File: src/rtl/el2_pkg.sv
// el2_pkg: shared PMP access-type and arbiter request packet definitions.
package el2_pkg;

    localparam int NUM_REQ_MAX = 8;

    typedef struct packed {
        logic rd;
        logic wr;
        logic exec;
    } el2_pmp_type_pkt_t;

    typedef struct packed {
        logic [31:0]            addr;
        el2_pmp_type_pkt_t      acc_type;
        logic [NUM_REQ_MAX-1:0] id;
    } el2_pmp_arb_req_pkt_t;

endpackage

File: src/rtl/el2_pmp_arb_rr.sv
// el2_pmp_arb_rr: one-hot grant starting the search at the pointer index, wrapping upward.
module el2_pmp_arb_rr #(
    parameter int N  = 3,
    parameter int PW = (N > 1) ? $clog2(N) : 1
) (
    input  logic [N-1:0]  i_req,
    input  logic [PW-1:0] i_ptr,
    output logic [N-1:0]  o_gnt
);

    // Descending scan so the smallest offset from the pointer wins.
    always_comb begin
        o_gnt = '0;
        for (int k = N - 1; k >= 0; k--)
            o_gnt = i_req[(int'(i_ptr) + k) % N] ? N'(1) << ((int'(i_ptr) + k) % N) : o_gnt;
    end

endmodule

File: src/rtl/el2_pmp_arbiter.sv
// el2_pmp_arbiter: shares one PMP check channel between NUM_REQ requesters, 2-cycle response.
// EL2_PMP_ARB_RR_EN selects round-robin arbitration; fixed lowest-index priority otherwise.
module el2_pmp_arbiter
    import el2_pkg::*;
#(
    parameter int NUM_REQ = 3
) (
    input  logic               clk,
    input  logic               rst_l,
    input  logic               flush,
    input  logic [NUM_REQ-1:0] req_valid,
    input  logic [31:0]        req_addr [NUM_REQ],
    input  el2_pmp_type_pkt_t  req_type [NUM_REQ],
    output logic [NUM_REQ-1:0] req_ready,
    output logic [NUM_REQ-1:0] resp_valid,
    output logic [NUM_REQ-1:0] resp_err,
    output logic [31:0]        pmp_chan_addr,
    output el2_pmp_type_pkt_t  pmp_chan_type,
    input  logic               pmp_chan_err
);

    localparam int PW = (NUM_REQ > 1) ? $clog2(NUM_REQ) : 1;

    logic [NUM_REQ-1:0]   w_req;
    logic [NUM_REQ-1:0]   w_gnt;
    logic [PW-1:0]        w_ptr;
    logic [PW-1:0]        w_idx;
    logic                 w_hs;
    el2_pmp_arb_req_pkt_t r_s1;
    logic                 r_s1_vld;
    logic                 r_s2_vld;
    logic                 r_s2_err;
    logic [NUM_REQ-1:0]   r_s2_id;

    assign w_req = req_valid & {NUM_REQ{~flush}};
    assign w_hs  = |w_gnt;

    el2_pmp_arb_rr #(.N(NUM_REQ), .PW(PW)) u_rr (
        .i_req (w_req),
        .i_ptr (w_ptr),
        .o_gnt (w_gnt)
    );

    always_comb begin
        w_idx = '0;
        for (int i = 0; i < NUM_REQ; i++)
            w_idx = w_gnt[i] ? PW'(i) : w_idx;
    end

`ifdef EL2_PMP_ARB_RR_EN
    localparam logic [PW-1:0] LAST = PW'(NUM_REQ - 1);
    logic [PW-1:0] r_ptr;
    always_ff @(posedge clk or negedge rst_l) begin
        if (!rst_l)
            r_ptr <= '0;
        else if (w_hs)
            r_ptr <= (w_idx == LAST) ? '0 : w_idx + 1'b1;
    end
    assign w_ptr = r_ptr;
`else
    assign w_ptr = '0;
`endif

    // Stage-1 payload holds when idle; only the valids are killed by flush.
    always_ff @(posedge clk or negedge rst_l) begin
        if (!rst_l) begin
            r_s1     <= '0;
            r_s1_vld <= 1'b0;
            r_s2_vld <= 1'b0;
            r_s2_err <= 1'b0;
            r_s2_id  <= '0;
        end else begin
            r_s1_vld <= w_hs;
            r_s2_vld <= r_s1_vld & ~flush & (|r_s1.id);
            if (w_hs)
                r_s1 <= '{addr: req_addr[w_idx], acc_type: req_type[w_idx], id: NUM_REQ_MAX'(w_gnt)};
            if (r_s1_vld) begin
                r_s2_err <= pmp_chan_err;
                r_s2_id  <= r_s1.id[NUM_REQ-1:0];
            end
        end
    end

    assign req_ready     = w_gnt;
    assign resp_valid    = r_s2_vld ? r_s2_id : '0;
    assign resp_err      = resp_valid & {NUM_REQ{r_s2_err}};
    assign pmp_chan_addr = r_s1.addr;
    assign pmp_chan_type = r_s1.acc_type;

endmodule
File: config.mk
export PLATFORM = sky130hd
export DESIGN_NAME = el2_pmp_arbiter
export DESIGN_NICKNAME = d
export VERILOG_FILES = /design/src/rtl/el2_pkg.sv /design/src/rtl/el2_pmp_arb_rr.sv /design/src/rtl/el2_pmp_arbiter.sv
export SDC_FILE = /design/constraint.sdc
export NUM_CORES = 1
export LEC_CHECK = 0
export ABC_AREA = 1
export CAP_MARGIN = 20
export CORE_AREA = 2 2 92 94
export CTS_BUF_LIST = sky130_fd_sc_hd__clkbuf_16
export DETAILED_ROUTE_END_ITERATION = 16
export DIE_AREA = 0 0 94 96
export GPL_TIMING_DRIVEN = 0
export PLACE_DENSITY_LB_ADDON = 0.15
export SLEW_MARGIN = 30
export SYNTH_ARGS = -nofsm -noshare
export SYNTH_HDL_FRONTEND = slang
export SYNTH_SLANG_ARGS = --single-unit
export TNS_END_PERCENT = 5
File: constraint.sdc
create_clock -name clk -period 1.5 [get_ports clk]
set_input_delay 0.3 -clock clk [delete_from_list [all_inputs] [get_ports clk]]
set_output_delay 0.3 -clock clk [all_outputs]
set_load 0.1 [all_outputs]
==> run_results.csv <==
group,metric,value,unit
place,dpl_worst_slack,-1.65,ns
yosys,avgSynthCellArea,7.15,um2
worst_hold_path,hold_path_class,"input port to async pin",
yosys,synth.distinct_cells,21,
final_layout,nets,669,
final_layout,n_antenna_cell,0,
sta,final-setup-viol-count,0,
floorplanning,initial_core_util,0.343,
floorplanning,fp.coreArea,0.00805,mm2
floorplanning,die_h,96,um
setup_path,setup.worst_path.start_class,"input port",
drt,viasPerCell,4.58,
setup_path,r2r_start,"r_s1_vld",
global_routing,grt-ovfl-total,0,
sta,period_share,0.963,
clock_network,htree_levels,2,
setup_path,critPathKind,"input port to output pin",
yosys,ys_seq_area_frac,0.399,
setup_path,crit_fanout,10,
sta,fin_worst_skew,0.00281,ns
final_layout,areaGrowthSynthToFinish,68.6,%
yosys,synth_edf_count,0,
sta,layout_setup_ws,0.0548,ns
clock_network,cts-buffers-inserted,5,
place,hpwl,6.54,mm
status,status,"completed",
sta,rsz0062_at_grt,"false",
drt,drtIter0Drc,75,
drt,drcViolationCount,0,
sta,slew_headroom,0.610,
yosys,synth_top_cells_by_count,"nand2_1 (146), dfrtp_1 (44), nand3_1 (44)",
drt,wl_per_cell,13.2,um
sta,worst_pin_slew,0.585,ns
global_routing,track_usage,0.202,
yosys,yosysMostFrequentCell,"nand2_1",
floorplanning,ioPinCount,156,
job,cap_violations,0,
pwr,ir_drop,0.000566,V
floorplanning,rows,33,
setup_path,rr_worst_depth,3,
drt,routed_wl,8.78,mm
sta,hold_violations,0,
yosys,syn_inst,386,
floorplanning,fp.dieArea,0.00902,mm2
global_routing,grt_pass1_vias,2931,
clock_network,cts_tree,"done",
clock_network,clock_latency,0.28,ns
setup_path,cp_data_required_time,1.20,ns
place,port_buffers,155,
setup_path,r2r_end,"r_s2_vld",
sta,fmax,692,MHz
clock_network,max-clock-path-buffers,2,
setup_path,endpoint,"req_ready[1]",
global_routing,grt_max_degree,45,
drt,vias,3037,
yosys,synth_top_area_share,0.399,
global_routing,grt_pass1_wl,14.2,mm
sta,finalMaxSlewViolations,0,
clock_network,cts-root-buf,"clkbuf_16",
pwr,p_leak,2.31,nW
clock_network,cts_sinks,44,
yosys,synth_largest_area_cell,"dfrtp_1",
yosys,synthArstFlopShare,1.00,
setup_path,crit_path_start,"req_valid[1]",
sta,fin_crit,1.45,ns
sta,tns,0,ns
yosys,syn_nets,498,
final_layout,drive_gt1_frac,0.235,
drt,ant_nets,0,
yosys,syn_area,0.00276,mm2
yosys,ys.flop_type,"dfrtp_1",
yosys,synth-seq-cells,44,
setup_path,cp-end-kind,"output pin",
clock_network,clkTransAtPathRegs,0.06,ns
floorplanning,dieWidth,94,um
setup_path,rrSetupSlack,0.59,ns
drt,dr.pass1.iters,4,
pwr,p_per_area,1090,mW/mm2
setup_path,crit_arrival,1.15,ns
global_routing,antenna_found_initial,0,
yosys,synth_area_leaders,"dfrtp_1 (40%), nand2_1 (20%), buf_4 (10%), nand3_1 (8.0%), o211ai_1 (4.4%)",
place,gp_congestion,0.794,
yosys,synth_warnings,0,
## critical path: stages
cell,delay (ns)
dlygate4sd2_1,0.34
nand3_4,0.11
inv_2,0.08
buf_8,0.13
buf_12,0.17
## timing repair
action	4_1_cts	5_1_grt
buffers inserted	10	0
pin swaps	4	0
endpoints found under the setup margin	78	5
gates resized for setup	222	5
hold buffers	0	0
## per-layer routing
metal  track usage  wire length, um
met5             0                0
met4        0.0652              164
met3        0.0360              522
met2         0.340             4160
met1         0.265             3930
## cell families (layout without fill, tap and decap cells)
| kind of cell | Yosys count | in the layout | share of synthesized area |
|---|---|---|---|
| buffers and inverters | 76 | 248 | 0.164 |
| AOI/OAI and AO/OA | 40 | 40 | 0.0875 |
| DFF | 44 | 44 | 0.399 |
| and+or+nand+nor | 226 | 226 | 0.350 |
## cell usage in the layout (no fill, tap or decap), drive strengths merged, types with 2 or more instances in the layout
master,netlist,layout
a21oi,10,10
nand2,149,149
clkinv,0,2
clkbuf,2,9
nand3,46,46
dlygate4sd2,0,3
o211ai,16,16
inv,22,22
clkdlybuf4s50,0,106
o21ai,13,13
nand3b,6,6
dfrtp,44,44
nor2,25,25
buf,52,104
## final cells by class
cell class	count	area, um2
fill	786	3400
buffer	53	382
clock buffer	5	125
tap	105	131
sequential	44	1100
inverter	22	95.1
clock inverter	3	37.5
timing repair buffer	165	1550
multi-input combinational	266	1230
## registers in the layout, indices dropped and copies added, names as in the netlist
| name | flops |
|---|---|
| r_s2_err | 1 |
| pmp_chan_addr | 32 |
| r_s1 | 3 |
| r_s2_id | 3 |
| r_s2_vld | 1 |
| pmp_chan_type | 3 |
| r_s1_vld | 1 |
## through the flow
step                      power [mW]  hold slack, ns  area [um2]  cells  utilization
after detailed placement        3.90           0.349        4450    646        0.552
final                           5.08          0.0199        4650    663        0.578
after CTS                       5.12          0.0486        4640    663        0.577
after global placement          3.89           0.464        4450    646        0.552
after global routing            5.34          0.0596        4650    663        0.578
after floorplan                 3.18         0.00441        2770    386            -
## power by group
group | leakage [nW] | switching [mW] | internal (mW)
clock | 0.0789 | 0.441 | 0.774
combinational | 1.69 | 1.62 | 0.810
sequential | 0.532 | 0.0853 | 1.35
## worst min-delay path by stage
stage                     slack (ns)                to  cells past startpoint        startpoint
after global routing            0.06        r_s2_id[0]                      1             rst_l
after floorplan                0.004  pmp_chan_addr[0]                      0             rst_l
after global placement          0.46  pmp_chan_type[1]                      2  pmp_chan_type[1]
final                           0.02          r_s2_err                      1             rst_l
after CTS                       0.05        r_s2_id[0]                      1             rst_l
after detailed placement        0.35        r_s2_id[0]                      1             rst_l
Power figures use the tool's default switching activity.
